`config.mk`:
```
export PLATFORM = sky130hd
export DESIGN_NAME = nox_boot_loader
export DESIGN_NICKNAME = d
export VERILOG_FILES = /design/src/rtl/nox_boot_loader.sv
export SDC_FILE = /design/constraint.sdc
export NUM_CORES = 1
export LEC_CHECK = 0
export ABC_AREA = 1
export CAP_MARGIN = 20
export CORE_MARGIN = 8
export CORE_UTILIZATION = 55
export DETAILED_ROUTE_END_ITERATION = 8
export DONT_BUFFER_PORTS = 1
export GPL_ROUTABILITY_DRIVEN = 0
export GPL_TIMING_DRIVEN = 0
export PLACE_DENSITY = 0.75
export SYNTH_ARGS = -nofsm -noshare
export SYNTH_HDL_FRONTEND = slang
export SYNTH_SLANG_ARGS = --single-unit
```
`constraint.sdc`:
```
create_clock -name clk -period 2.2 [get_ports clk]
set_input_delay 0.44 -clock clk [delete_from_list [all_inputs] [get_ports clk]]
set_output_delay 0.44 -clock clk [all_outputs]
set_load 0.005 [all_outputs]
```
`src/rtl/nox_boot_loader.sv`:
```
// UART-to-AXI boot loader: receives a length-prefixed image over UART and
// writes it word by word into IRAM, then releases the core to fetch.
//
// state    | meaning
// ---------+--------------------------------------------------------------
// ST_IDLE  | waiting for MMCM lock; UART bytes are dropped
// ST_LEN   | collecting the 4-byte little-endian image length
// ST_CHECK | validating the length (one cycle)
// ST_DATA  | packing 4 image bytes into the next word
// ST_WR    | AW/W channels open, each valid held until its ready
// ST_RESP  | waiting for the B response
// ST_DONE  | image written, start_fetch_o held high
// ST_ERR   | image or link error, boot_err_o held high

package utils_pkg;
  typedef struct packed {
    logic [7:0]  awid;
    logic [31:0] awaddr;
    logic [7:0]  awlen;
    logic [2:0]  awsize;
    logic [1:0]  awburst;
    logic [2:0]  awprot;
    logic        awvalid;
    logic [31:0] wdata;
    logic [3:0]  wstrb;
    logic        wlast;
    logic        wvalid;
    logic        bready;
    logic [7:0]  arid;
    logic [31:0] araddr;
    logic [7:0]  arlen;
    logic [2:0]  arsize;
    logic [1:0]  arburst;
    logic [2:0]  arprot;
    logic        arvalid;
    logic        rready;
  } s_axi_mosi_t;

  typedef struct packed {
    logic        awready;
    logic        wready;
    logic [7:0]  bid;
    logic [1:0]  bresp;
    logic        bvalid;
    logic        arready;
    logic [7:0]  rid;
    logic [31:0] rdata;
    logic [1:0]  rresp;
    logic        rlast;
    logic        rvalid;
  } s_axi_miso_t;

  localparam logic [1:0] AXI_OKAY = 2'b00;
  localparam logic [1:0] AXI_INCR = 2'b01;
endpackage

module nox_boot_loader
  import utils_pkg::*;
#(
  parameter int          CLKS_PER_BIT = 1736,
  parameter logic [31:0] BASE_ADDR    = 32'h8000_0000,
  parameter int          MAX_BYTES    = 65536
) (
  input  logic        clk,
  input  logic        arst,
  input  logic        locked_i,
  input  logic        uart_rx_i,
  output s_axi_mosi_t axi_mosi_o,
  input  s_axi_miso_t axi_miso_i,
  output logic        start_fetch_o,
  output logic        boot_err_o,
  output logic        busy_o
);

  localparam int CW = $clog2(CLKS_PER_BIT + 1);
  localparam logic [CW-1:0] HALF_BIT = CW'(CLKS_PER_BIT / 2 - 1);
  localparam logic [CW-1:0] FULL_BIT = CW'(CLKS_PER_BIT - 1);

  typedef enum logic [1:0] {RX_IDLE, RX_START, RX_DATA, RX_STOP} rx_st_e;
  typedef enum logic [2:0] {
    ST_IDLE, ST_LEN, ST_CHECK, ST_DATA, ST_WR, ST_RESP, ST_DONE, ST_ERR
  } st_e;

  logic lock_meta_q, lock_q, rx_meta_q, rx_q, rx_prev_q;

  rx_st_e        rx_st_q, rx_st_d;
  logic [CW-1:0] rx_cnt_q, rx_cnt_d;
  logic [2:0]    rx_bit_q, rx_bit_d;
  logic [7:0]    rx_shift_q, rx_shift_d;
  logic          byte_vld, frame_err;

  logic       hold_full_q, hold_full_d;
  logic [7:0] hold_data_q, hold_data_d;
  logic       pop, overrun, link_err;

  st_e         st_q, st_d;
  logic [1:0]  byte_cnt_q, byte_cnt_d;
  logic [31:0] len_q, len_d, addr_q, addr_d, rem_q, rem_d, word_q, word_d;
  logic        awvalid_q, awvalid_d, wvalid_q, wvalid_d, bready_q, bready_d;
  logic        aw_done_q, aw_done_d, w_done_q, w_done_d;
  logic        pend_err_q, pend_err_d, pend_unlock_q, pend_unlock_d;
  logic        start_q, start_d, err_q, err_d;
  logic        aw_hs, w_hs;
  logic        unused_miso;

  // Two-stage synchronisers for the asynchronous lock and UART inputs.
  always_ff @(posedge clk or negedge arst) begin
    if (!arst) begin
      lock_meta_q <= 1'b0;
      lock_q      <= 1'b0;
      rx_meta_q   <= 1'b1;
      rx_q        <= 1'b1;
      rx_prev_q   <= 1'b1;
    end else begin
      lock_meta_q <= locked_i;
      lock_q      <= lock_meta_q;
      rx_meta_q   <= uart_rx_i;
      rx_q        <= rx_meta_q;
      rx_prev_q   <= rx_q;
    end
  end

  // UART receiver: start edge, mid-bit sampling via a down-counter, stop check.
  always_comb begin
    rx_st_d    = rx_st_q;
    rx_cnt_d   = rx_cnt_q;
    rx_bit_d   = rx_bit_q;
    rx_shift_d = rx_shift_q;
    byte_vld   = 1'b0;
    frame_err  = 1'b0;
    case (rx_st_q)
      RX_IDLE: begin
        if (rx_prev_q && !rx_q) begin
          rx_st_d  = RX_START;
          rx_cnt_d = HALF_BIT;
        end
      end
      RX_START: begin
        if (rx_cnt_q == '0) begin
          if (rx_q) begin
            rx_st_d = RX_IDLE;
          end else begin
            rx_st_d  = RX_DATA;
            rx_cnt_d = FULL_BIT;
            rx_bit_d = 3'd0;
          end
        end else begin
          rx_cnt_d = rx_cnt_q - CW'(1);
        end
      end
      RX_DATA: begin
        if (rx_cnt_q == '0) begin
          rx_shift_d = {rx_q, rx_shift_q[7:1]};
          rx_cnt_d   = FULL_BIT;
          rx_bit_d   = rx_bit_q + 3'd1;
          if (rx_bit_q == 3'd7) rx_st_d = RX_STOP;
        end else begin
          rx_cnt_d = rx_cnt_q - CW'(1);
        end
      end
      RX_STOP: begin
        if (rx_cnt_q == '0) begin
          rx_st_d   = RX_IDLE;
          byte_vld  = rx_q;
          frame_err = !rx_q;
        end else begin
          rx_cnt_d = rx_cnt_q - CW'(1);
        end
      end
      default: rx_st_d = RX_IDLE;
    endcase
  end

  // Bytes are consumed (or dropped) only in states that can accept them.
  assign pop      = hold_full_q && (st_q inside {ST_IDLE, ST_LEN, ST_DATA, ST_DONE, ST_ERR});
  assign overrun  = byte_vld && hold_full_q && !pop;
  assign link_err = frame_err || overrun;

  // One-byte holding register between the receiver and the FSM.
  always_comb begin
    hold_full_d = hold_full_q;
    hold_data_d = hold_data_q;
    if (pop) hold_full_d = 1'b0;
    if (byte_vld) begin
      hold_full_d = 1'b1;
      hold_data_d = rx_shift_q;
    end
  end

  assign aw_hs = awvalid_q && axi_miso_i.awready;
  assign w_hs  = wvalid_q && axi_miso_i.wready;

  // Boot FSM next-state and datapath.
  always_comb begin
    st_d          = st_q;
    byte_cnt_d    = byte_cnt_q;
    len_d         = len_q;
    addr_d        = addr_q;
    rem_d         = rem_q;
    word_d        = word_q;
    awvalid_d     = awvalid_q;
    wvalid_d      = wvalid_q;
    bready_d      = bready_q;
    aw_done_d     = aw_done_q;
    w_done_d      = w_done_q;
    pend_err_d    = pend_err_q;
    pend_unlock_d = pend_unlock_q;
    start_d       = start_q;
    err_d         = err_q;
    case (st_q)
      ST_IDLE: begin
        if (link_err) st_d = ST_ERR;
        else if (lock_q) begin
          st_d       = ST_LEN;
          byte_cnt_d = 2'd0;
        end
      end
      ST_LEN, ST_DATA: begin
        if (link_err) st_d = ST_ERR;
        else if (!lock_q) begin
          st_d       = ST_IDLE;
          byte_cnt_d = 2'd0;
        end else if (pop) begin
          byte_cnt_d = byte_cnt_q + 2'd1;
          if (st_q == ST_LEN) len_d = {hold_data_q, len_q[31:8]};
          else word_d = {hold_data_q, word_q[31:8]};
          if (byte_cnt_q == 2'd3) begin
            if (st_q == ST_LEN) begin
              st_d = ST_CHECK;
            end else begin
              st_d          = ST_WR;
              awvalid_d     = 1'b1;
              wvalid_d      = 1'b1;
              aw_done_d     = 1'b0;
              w_done_d      = 1'b0;
              pend_err_d    = 1'b0;
              pend_unlock_d = 1'b0;
            end
          end
        end
      end
      ST_CHECK: begin
        if (link_err) st_d = ST_ERR;
        else if (!lock_q) st_d = ST_IDLE;
        else if (len_q == 32'd0) st_d = ST_DONE;
        else if (len_q > 32'(MAX_BYTES) || len_q[1:0] != 2'b00) st_d = ST_ERR;
        else begin
          st_d       = ST_DATA;
          addr_d     = BASE_ADDR;
          rem_d      = len_q;
          byte_cnt_d = 2'd0;
        end
      end
      ST_WR: begin
        pend_err_d    = pend_err_q || link_err;
        pend_unlock_d = pend_unlock_q || !lock_q;
        if (aw_hs) begin
          awvalid_d = 1'b0;
          aw_done_d = 1'b1;
        end
        if (w_hs) begin
          wvalid_d = 1'b0;
          w_done_d = 1'b1;
        end
        if ((aw_done_q || aw_hs) && (w_done_q || w_hs)) begin
          st_d     = ST_RESP;
          bready_d = 1'b1;
        end
      end
      ST_RESP: begin
        pend_err_d    = pend_err_q || link_err;
        pend_unlock_d = pend_unlock_q || !lock_q;
        if (bready_q && axi_miso_i.bvalid) begin
          bready_d = 1'b0;
          if (axi_miso_i.bresp != AXI_OKAY || pend_err_q || link_err) begin
            st_d = ST_ERR;
          end else begin
            addr_d     = addr_q + 32'd4;
            rem_d      = rem_q - 32'd4;
            byte_cnt_d = 2'd0;
            if (rem_q == 32'd4) st_d = ST_DONE;
            else if (pend_unlock_q || !lock_q) st_d = ST_IDLE;
            else st_d = ST_DATA;
          end
        end
      end
      default: st_d = st_q;
    endcase
    if (st_d == ST_DONE) start_d = 1'b1;
    if (st_d == ST_ERR) err_d = 1'b1;
  end

  // All FSM, receiver and AXI-facing registers.
  always_ff @(posedge clk or negedge arst) begin
    if (!arst) begin
      rx_st_q       <= RX_IDLE;
      rx_cnt_q      <= '0;
      rx_bit_q      <= 3'd0;
      rx_shift_q    <= 8'd0;
      hold_full_q   <= 1'b0;
      hold_data_q   <= 8'd0;
      st_q          <= ST_IDLE;
      byte_cnt_q    <= 2'd0;
      len_q         <= 32'd0;
      addr_q        <= 32'd0;
      rem_q         <= 32'd0;
      word_q        <= 32'd0;
      awvalid_q     <= 1'b0;
      wvalid_q      <= 1'b0;
      bready_q      <= 1'b0;
      aw_done_q     <= 1'b0;
      w_done_q      <= 1'b0;
      pend_err_q    <= 1'b0;
      pend_unlock_q <= 1'b0;
      start_q       <= 1'b0;
      err_q         <= 1'b0;
    end else begin
      rx_st_q       <= rx_st_d;
      rx_cnt_q      <= rx_cnt_d;
      rx_bit_q      <= rx_bit_d;
      rx_shift_q    <= rx_shift_d;
      hold_full_q   <= hold_full_d;
      hold_data_q   <= hold_data_d;
      st_q          <= st_d;
      byte_cnt_q    <= byte_cnt_d;
      len_q         <= len_d;
      addr_q        <= addr_d;
      rem_q         <= rem_d;
      word_q        <= word_d;
      awvalid_q     <= awvalid_d;
      wvalid_q      <= wvalid_d;
      bready_q      <= bready_d;
      aw_done_q     <= aw_done_d;
      w_done_q      <= w_done_d;
      pend_err_q    <= pend_err_d;
      pend_unlock_q <= pend_unlock_d;
      start_q       <= start_d;
      err_q         <= err_d;
    end
  end

  // AXI outputs come only from registers or constants; read channel is parked.
  always_comb begin
    axi_mosi_o         = '0;
    axi_mosi_o.awaddr  = addr_q;
    axi_mosi_o.awsize  = 3'd2;
    axi_mosi_o.awburst = AXI_INCR;
    axi_mosi_o.awvalid = awvalid_q;
    axi_mosi_o.wdata   = word_q;
    axi_mosi_o.wstrb   = 4'hF;
    axi_mosi_o.wlast   = 1'b1;
    axi_mosi_o.wvalid  = wvalid_q;
    axi_mosi_o.bready  = bready_q;
    axi_mosi_o.rready  = 1'b1;
  end

  assign start_fetch_o = start_q;
  assign boot_err_o    = err_q;
  assign busy_o        = !(st_q inside {ST_IDLE, ST_DONE, ST_ERR});

  assign unused_miso = ^{axi_miso_i.bid, axi_miso_i.arready, axi_miso_i.rid,
                         axi_miso_i.rdata, axi_miso_i.rresp, axi_miso_i.rlast,
                         axi_miso_i.rvalid};

endmodule

```
# Word-level counts from Yosys, hierarchy flattened
# Index checks and enable logic that the tools add are counted.
[op_classes]
addsub = 5
n_lt_le_gt_ge = 1
n_eq_ne = 40
muxes = 89
bitwise = 2
n_reduce_logical = 49
[ops]
columns = ["cell", "count"]
rows = [
  ["2-to-1 mux 32 bit", 12],
  ["one-hot mux 32 bit (2 select lines)", 2],
  ["2-to-1 mux 11 bit", 5],
  ["2-to-1 mux 3 bit", 18],
  ["!= test 2 bit (second input constant)", 23],
  ["one-hot mux 11 bit (4 select lines)", 1],
  ["2-to-1 mux 2 bit", 18],
  ["adder 32 x 3 -> 32 bit (second input constant)", 1],
  ["equality test 32 x 3 -> 1 bit (second input constant)", 1],
  ["greater-than comparator 32 x 17 -> 1 bit (second input constant)", 1],
  ["zero test 32 bit", 1],
  ["subtractor 32 x 3 -> 32 bit (second input constant)", 1],
  ["2-to-1 mux 1 bit", 22],
  ["equality test 3 bit (second input constant)", 7],
  ["AND reduction 7 bit", 3],
  ["one-hot mux 2 bit (4 select lines)", 2],
  ["nonzero test 2 bit", 8],
  ["one-hot mux 3 bit (5 select lines)", 1],
  ["AND reduction 5 bit", 3],
  ["one-hot mux 1 bit (2 select lines)", 7],
  ["zero test 11 bit", 1],
  ["AND reduction 11 bit", 1],
  ["subtractor 11 x 1 -> 11 bit (second input constant)", 1],
  ["logical AND 1 bit", 8],
  ["21 further kinds", 38],
]
[totals]
register_bits = 180
in_bits = 62
out_inout_bits = 157
elab_cells = 212

# Logic depth before layout (Yosys ltp)
# Gate-level depths: netlist of the first run.
[depth]
ltp_word = 11
depth_mapped = 17
depth_no_buf = 16

# Worst setup path after synthesis of the first run
# No wires, ideal clock.
[synth_path]
path_kind = "flip-flop to flip-flop"
startpoint = "register rx_cnt_q[0]"
endpoint = "register word_q[6]"
setup_ps = 128
arrival_ps = 1931
t_required_ps = 2072
slack_ps = 142
path_stages_with_launch = 14
n_path_buf = 2
period_less_slack_ps = 2058
cell_sequence = "dfrtp_1 inv_1 ha_1 inv_1 nor2_1 nand3_1 nor3_4 nand2_2 buf_6 nand3_2 inv_2 nand2_1 buf_2 mux2_1"
[synth_via]
elab_chain_cells = 8
word_cells_on_any_way = 10
cone_classes = "4 x mux; 1 x bitwise; 5 x reduce/logical"
[synth_rtl]
columns = ["element", "line", "text"]
rows = [
  ["from (decl)", "87", "logic [CW-1:0] rx_cnt_q, rx_cnt_d;"],
  ["from (signal assigned)", "319", "rx_cnt_q <= rx_cnt_d;"],
  ["zero test 11 bit (*)", "162", "if (rx_cnt_q == '0) begin"],
  ["2-to-1 mux 1 bit", "162", ""],
  ["2-to-1 mux 1 bit", "131", "case (rx_st_q)"],
  ["logical AND 1 bit (2 in series)", "176", "assign overrun = byte_vld && hold_full_q && !pop;"],
  ["logical OR 1 bit (*)", "177", "assign link_err = frame_err || overrun;"],
  ["inverter 1 bit (no line) (*)", "-", ""],
  ["AND reduction 5 bit (no line) (*)", "-", ""],
  ["to (signal assigned)", "329", "word_q <= word_d;"],
  ["to (decl)", "98", "logic [31:0] len_q, len_d, addr_q, addr_d, rem_q, rem_d, word_q, word_d;"],
]
# Mark *: on every way between the ends. The rest lies on a longest branch, timed or not.
# A chain may end at the register's enable or synchronous reset.

# Worst setup path after layout of the first run
[layout_path]
startpoint = "register rx_cnt_q[0]"
endpoint = "register rem_q[28]"
[layout_via]
elab_chain_cells = 9
word_cells_on_any_way = 12
cone_classes = "2 x eq/ne; 4 x mux; 6 x reduce/logical"
[layout_rtl]
columns = ["element", "line", "text"]
rows = [
  ["zero test 11 bit (*)", "162", ""],
  ["2-to-1 mux 1 bit", "162", ""],
  ["2-to-1 mux 1 bit", "131", ""],
  ["logical AND 1 bit (2 in series)", "176", ""],
  ["logical OR 1 bit (*)", "177", ""],
  ["logical OR 1 bit", "275", "if (axi_miso_i.bresp != AXI_OKAY || pend_err_q || link_err) begin"],
  ["!= test 2 bit (no line)", "-", ""],
  ["AND reduction 7 bit (no line) (*)", "-", ""],
  ["to (signal assigned)", "328", "rem_q <= rem_d;"],
  ["to (decl)", "98", ""],
]
# Marks and branches as above.

==> results_dict.tcl, run 1 <==
set metrics [dict create \
    worst_hold_slack_ns -0.309 \
    ys_seq_area_share_pct 43.8 \
    dp.final_hpwl_mm 18.4 \
    port_buffers 0 \
    numCtsBuffers 17 \
    area_growth_pct 15.6 \
    crit_start "rx_cnt_q[0]" \
    synth_edf_count 0 \
    mostFrequentLayoutCell "nand2_1" \
    synth_cell_type_count 47 \
    antenna_left 0 \
    die_area_um2 23100 \
    max_slew_margin_pct 63.8 \
    yosys_warnings 0 \
    core_area_um2 18100 \
    p_seq_share_pct 45.4 \
    dr.pass1.iters 6 \
    p_switching_uw 2280 \
    path_buf_inv 6 \
    syn_area_per_cell_um2 7.65 \
    hp-class "in -> async" \
    cts_sinks 178 \
    post-route-drc-count 0 \
    violations "negative hold slack" \
    reg2reg_depth 16 \
    r2r-end "rem_q[28]" \
    critPathKind "reg -> reg" \
    drtIter0Drc 761 \
    hold_viol 178 \
    grt.total_usage_pct 22.0 \
    wl_mm 25.7 \
    path_cells "inv_2 > ha_4 > inv_1 > nor2_2 > nand3_2 > nor3_4 > nand2_2 > buf_6 > nand3_4 > o21ai_4 > nand2_4 > inv_4 > buf_12 > buf_12 > nand2_1 > nand2_1" \
    p_comb_share_pct 14.4 \
    ff2ff_setup_slack_ns 0.08 \
    viasPerCell 5.16 \
    clkPwrFrac_pct 40.2 \
    crit_family "simple AND/OR/NAND/NOR gates" \
    post-route-util_pct 65.1 \
    dp_cells 1647 \
    ios 219 \
    clkTransAtPathRegs_ns 0.08 \
    ys_dominant_reg_cell "dfrtp_1" \
    stdcell_count 1699 \
    worstSkewPairLatency_ns 0.45 \
    drive_gt1_share_pct 16.3 \
    setup_ws_ns 0.0779 \
    dp_slack_ns -0.368 \
    nets 1532 \
    period_needed_ns 2.12 \
    grt-ovfl-total 0 \
    crit_arrival_ns 2.46 \
    leakage_uw 0.00592 \
    clockBufferDepth 2 \
    worst_setup_path_start_kind "flip-flop" \
    power_density_nw_per_um2 650 \
    start_util_pct 56.3 \
    slew_violations 0 \
    critPathMaxStageDelay_ns 0.40 \
    final_cell_mix "nand2_1 (326), dfrtp_1 (171), nor2_1 (169)" \
    fmax_mhz 471 \
    multiInputGateArea_um2 4690 \
    r2r_start "rx_cnt_q[0]" \
    grt_pass1_wl_mm 41.7 \
    rows 49 \
    worstSetupEndpointType "flip-flop" \
    nFillCells 1535 \
    async_reset_ff_share_pct 100 \
    rsz0062_at_grt "yes" \
    seq_area_um2 4460 \
    fin_skew_ns 0.0153 \
    cp_max_fo 10 \
    antenna_cells 0 \
    fin_crit_sh_pct 96.5 \
    yosys_register_bits 178 \
    grt_max_degree 179 \
    drv_cap 0 \
    finalSetupViolCount 0 \
    grt_pass1_vias 8286 \
    clk_root_buffer_cell "clkbuf_16" \
    cp.required_ns 2.53 \
    chipHeight_um 152 \
    syn_area_um2 10200 \
    wl_per_cell_um 15.1 \
    vdd_drop_max_mv 0.671 \
    internal_power_uw 5370 \
    antenna_found_initial 0 \
    holdBufCountCts 1 \
    htree_levels 4 \
    critPathSlowestCell "dfrtp_1" \
    die_x_um 152 \
    vias 8769 \
    max_slew.worst_pin.slew_ns 0.539 \
    cts_tree "yes" \
    synthCells 1331 \
    swShare_pct 29.8 \
    outcome "complete, but fails checks" \
]
-- worst max path at each step --
stage	endpoint	slack, ns	cells past startpoint
detailed placement	rem_q[15]	-0.37	13
CTS	len_q[16]	-0.003	14
floorplan	word_q[6]	0.14	13
global route	rem_q[27]	-0.02	12
global placement	addr_q[10]	-0.27	14
finish	rem_q[28]	0.08	16
-- layout make-up --
class,count,area share [%]
timing repair buffer,20,1.45
clock inverter,15,1.58
clock buffer,17,3.62
buffer,131,8.44
sequential,178,37.9
tap,229,2.44
inverter,147,4.71
multi-input combinational,962,39.8
-- timing repair --
| item | 4_1_cts | 5_1_grt |
|---|---|---|
| endpoints found under the setup margin | 134 | 146 |
| pin swaps | 4 | 7 |
| buffers inserted | 11 | 6 |
| hold endpoints to repair | 179 | 178 |
| gates cloned | 1 | 1 |
| resized for setup | 25 | 47 |
-- through the flow --
step / hold slack [ns] / TNS (ns) / power (uW) / cell area, um^2
finish: -0.309 / 0 / 7650 / 11800
detailed placement: 0.157 / -24.24 / 4470 / 10800
global route: -0.327 / -0.114 / 7940 / 11800
CTS: -0.316 / -0.00505 / 7590 / 11600
floorplan: 0.144 / 0 / 4290 / 10500
global placement: 0.157 / -17.22 / 4450 / 10800
-- Yosys cell counts (3+ instances only) --
cell      number  area [um^2]
o21ai_2        8         70.1
nor2_1       179          672
dfrtp_1      175         4380
nand2_2        4         25.0
o21ai_0       55          275
buf_4         94          706
nand4_1       17          106
nand3_1       35          175
ha_1          13          163
xor2_1        27          236
mux2_1         8         90.1
xnor2_1       17          149
clkbuf_1      14         52.6
nor3_1        20          100
a21oi_1       42          210
nand2_1      335         1260
o22ai_1        3         18.8
inv_2          4         15.0
o21ai_1       66          330
nor4_1         8         50.1
mux2i_1        5         50.1
nand3_2        3         30.0
inv_1        143          537
or2_2          5         31.3
buf_6          6         67.6
dfstp_2        3         78.8
buf_2         14         70.1
-- cells by family after synthesis --
kind of cell / after synthesis / synth area share [%]
flip-flops: 178 / 43.8
AND/OR/NAND/NOR: 613 / 24.7
adder cells (fa/ha/maj): 13 / 1.60
multiplexers: 13 / 1.38
other: 2 / 0.0738
XOR/XNOR: 44 / 3.79
buffers and inverters: 278 / 14.4
AO/OA/AOI/OAI: 190 / 10.2
-- flip-flops by register name, indices dropped and copies added (netlist names), 2 cells and up --
signal       flops
rx_st_q          2
rem_q           32
len_q           32
byte_cnt_q       2
addr_q          30
rx_cnt_q        11
rx_shift_q       8
hold_data_q      8
st_q             3
word_q          32
rx_bit_q         3
-- power groups by stage --
stage	clock network [uW]	registers, uW	logic (uW)
2_1_floorplan	0	3510	780
3_3_place_gp	0	3530	918
3_5_place_dp	0	3530	939
4_1_cts	3120	3470	999
5_1_grt	3240	3490	1220
6_report	3070	3480	1100
-- routing by layer --
metal  GRT usage (%)  vias to the layer above  part of all wire, %
met5               0                        -                    0
met4            8.14                        0                  2.3
met3            4.57                       47                  7.1
met2            37.5                      326                   49
met1            27.0                     4116                   41
li1                -                     4280                    -
No activity file was read; power rests on OpenSTA's default activity.
==> run 2: changes to the inputs <==
--- a/config.mk
+++ b/config.mk
@@ -13,7 +13,8 @@
 export DONT_BUFFER_PORTS = 1
 export GPL_ROUTABILITY_DRIVEN = 0
 export GPL_TIMING_DRIVEN = 0
-export PLACE_DENSITY = 0.75
+export PLACE_DENSITY = 0.73
+export SLEW_MARGIN = 20
 export SYNTH_ARGS = -nofsm -noshare
 export SYNTH_HDL_FRONTEND = slang
 export SYNTH_SLANG_ARGS = --single-unit
==> run 2 against run 1 <==
- largest power group unchanged
- critical path depth down 2
- cell area up 0.65%
- highest routed layer unchanged
- combinational power about the same
- clock power up 6.8%
- flip-flop and latch count unchanged
- critical endpoint is now rem_q[24]
- first-iteration DRC count up 2.8%
- critical path type unchanged
- the run still ends with negative hold slack left
- non-clock buffer count up 4
==> results_dict.tcl, run 2 (synthesis gave the netlist of run 1 again) <==
set metrics [dict create \
    outcome "complete, but fails checks" \
    violations "negative hold slack" \
    htree_levels 4 \
    clockBufferDepth 2 \
    cp_max_fo 8 \
    grt_max_degree 179 \
    max_slew.worst_pin.slew_ns 0.581 \
    antenna_cells 0 \
    vdd_drop_max_mv 0.614 \
    seq_area_um2 4460 \
    drv_cap 0 \
    swShare_pct 30.5 \
    rows 49 \
    stdcell_count 1703 \
    multiInputGateArea_um2 4670 \
    cts_tree "yes" \
    setup_tns_ns 0 \
    worstSetupEndpointType "flip-flop" \
    clkTransAtPathRegs_ns 0.08 \
    post-route-util_pct 65.5 \
    period_needed_ns 2.15 \
    clkPwrFrac_pct 41.8 \
    critPathKind "reg -> reg" \
    grt.total_usage_pct 21.5 \
    numCtsBuffers 17 \
    die_x_um 152 \
    nFillCells 1506 \
    worst_hold_slack_ns -0.313 \
    crit_arrival_ns 2.51 \
    ff2ff_setup_slack_ns 0.05 \
    fin_skew_ns 0.0174 \
    r2r-end "rem_q[24]" \
    vias 8637 \
    start_util_pct 56.3 \
    power_density_nw_per_um2 663 \
    chipHeight_um 152 \
    reg2reg_depth 14 \
    hp-class "in -> async" \
    wl_mm 25.5 \
    finalSetupViolCount 0 \
    rsz0062_at_grt "yes" \
    cts_sinks 178 \
    clk_root_buffer_cell "clkbuf_16" \
    post-route-drc-count 0 \
    p_seq_share_pct 44.3 \
    fin_crit_sh_pct 97.6 \
    p_comb_share_pct 13.9 \
    viasPerCell 5.07 \
    worstSetupEndpoint "rem_q[24]" \
    core_area_um2 18100 \
    worst_setup_path_start_kind "flip-flop" \
    grt_pass1_wl_mm 41.2 \
    ios 219 \
    mostFrequentLayoutCell "nand2_1" \
    dr.pass1.iters 6 \
    leakage_uw 0.00595 \
    hold_viol 175 \
    grt_pass1_vias 8185 \
    max_slew_margin_pct 61.2 \
    port_buffers 0 \
    wl_per_cell_um 15.0 \
    r2r_start "st_q[1]" \
    p_switching_uw 2400 \
    holdBufCountCts 1 \
    drive_gt1_share_pct 16.1 \
    antenna_left 0 \
    final_cell_mix "nand2_1 (329), dfrtp_1 (173), nor2_1 (170)" \
    worstSkewPairLatency_ns 0.45 \
    dp.final_hpwl_mm 18.2 \
    antenna_found_initial 0 \
    fmax_mhz 466 \
    cp.required_ns 2.56 \
    slew_violations 0 \
    drtIter0Drc 782 \
    internal_power_uw 5450 \
    reg_top3 "len_q (32), rem_q (32), word_q (32)" \
    area_growth_pct 16.4 \
    dp_cells 1647 \
    die_area_um2 23100 \
    nets 1536 \
    grt-ovfl-total 0 \
    crit_start "st_q[1]" \
]
## run 2: cell count changes in the layout (fill, tap and decap cells not counted), moves of 2 or more
cell and delta:
dfrtp_1 +2, inv_6 -3, dfrtp_2 -2, buf_4 +4, clkbuf_2 -3, buf_2 +2
clkbuf_1 +2, nand2_2 -2, clkbuf_4 -3, inv_12 +6, nand2_1 +3, clkinvlp_4 -2
## run 2: worst min path at each step
stage / to
finish: rem_q[30]
global route: word_q[16]
CTS: word_q[16]
detailed placement: rem_q[20]
global placement: rem_q[22]
floorplan: addr_q[10]
## run 2: worst max-delay path, cell delays in order (launching register included)
cell	delay [ns]
dfrtp_1	0.32
buf_4	0.15
inv_2	0.08
nand2_4	0.10
nand3_2	0.12
nand2_2	0.10
nand2_2	0.07
nand2_2	0.09
nand2_1	0.12
o21ai_4	0.24
nand2_4	0.12
buf_12	0.15
buf_4	0.14
buf_4	0.12
o21ai_0	0.15
## run 2: power by group through the flow
stage	Combinational, uW	Clock, uW	Sequential, uW
5_1_grt	1240	3450	3490
3_5_place_dp	940	0	3530
4_1_cts	1010	3310	3470
3_3_place_gp	917	0	3530
6_report	1090	3280	3480
2_1_floorplan	780	0	3510
## run 2: timing repair
item                                    CTS  global route
endpoints found under the hold margin   179           178
pin swaps                                 4             9
gates cloned                              0             2
endpoints found under the setup margin  134           143
gates resized for setup                  23            39
setup buffers                            12             9
## run 2: metrics by stage
step / area [um^2] / setup slack, ns / power (uW)
2_1_floorplan: 10500 / 0.142 / 4290
3_3_place_gp: 10800 / -0.255 / 4450
3_5_place_dp: 10800 / -0.335 / 4470
4_1_cts: 11600 / -0.000808 / 7790
5_1_grt: 11800 / -0.0243 / 8190
6_report: 11800 / 0.0530 / 7850
## run 2: final cells by class
class                           instances  share of cell area, %
Timing Repair Buffer                   24                   1.94
Clock buffer                           17                   3.59
Inverter                              147                   4.68
Multi-Input combinational cell        962                   39.5
Tap cell                              229                   2.42
Sequential cell                       178                   37.7
Clock inverter                         15                   1.91
Buffer                                131                   8.32
## run 2: metal layers
metal  part of all wire, %  GRT usage, %  vias to the layer above
met4                   1.8          5.76                        0
li1                      -             -                     4291
met3                   7.1          5.10                       34
met1                    42          27.0                     4005
met2                    49          36.3                      307
met5                     0             0                        -
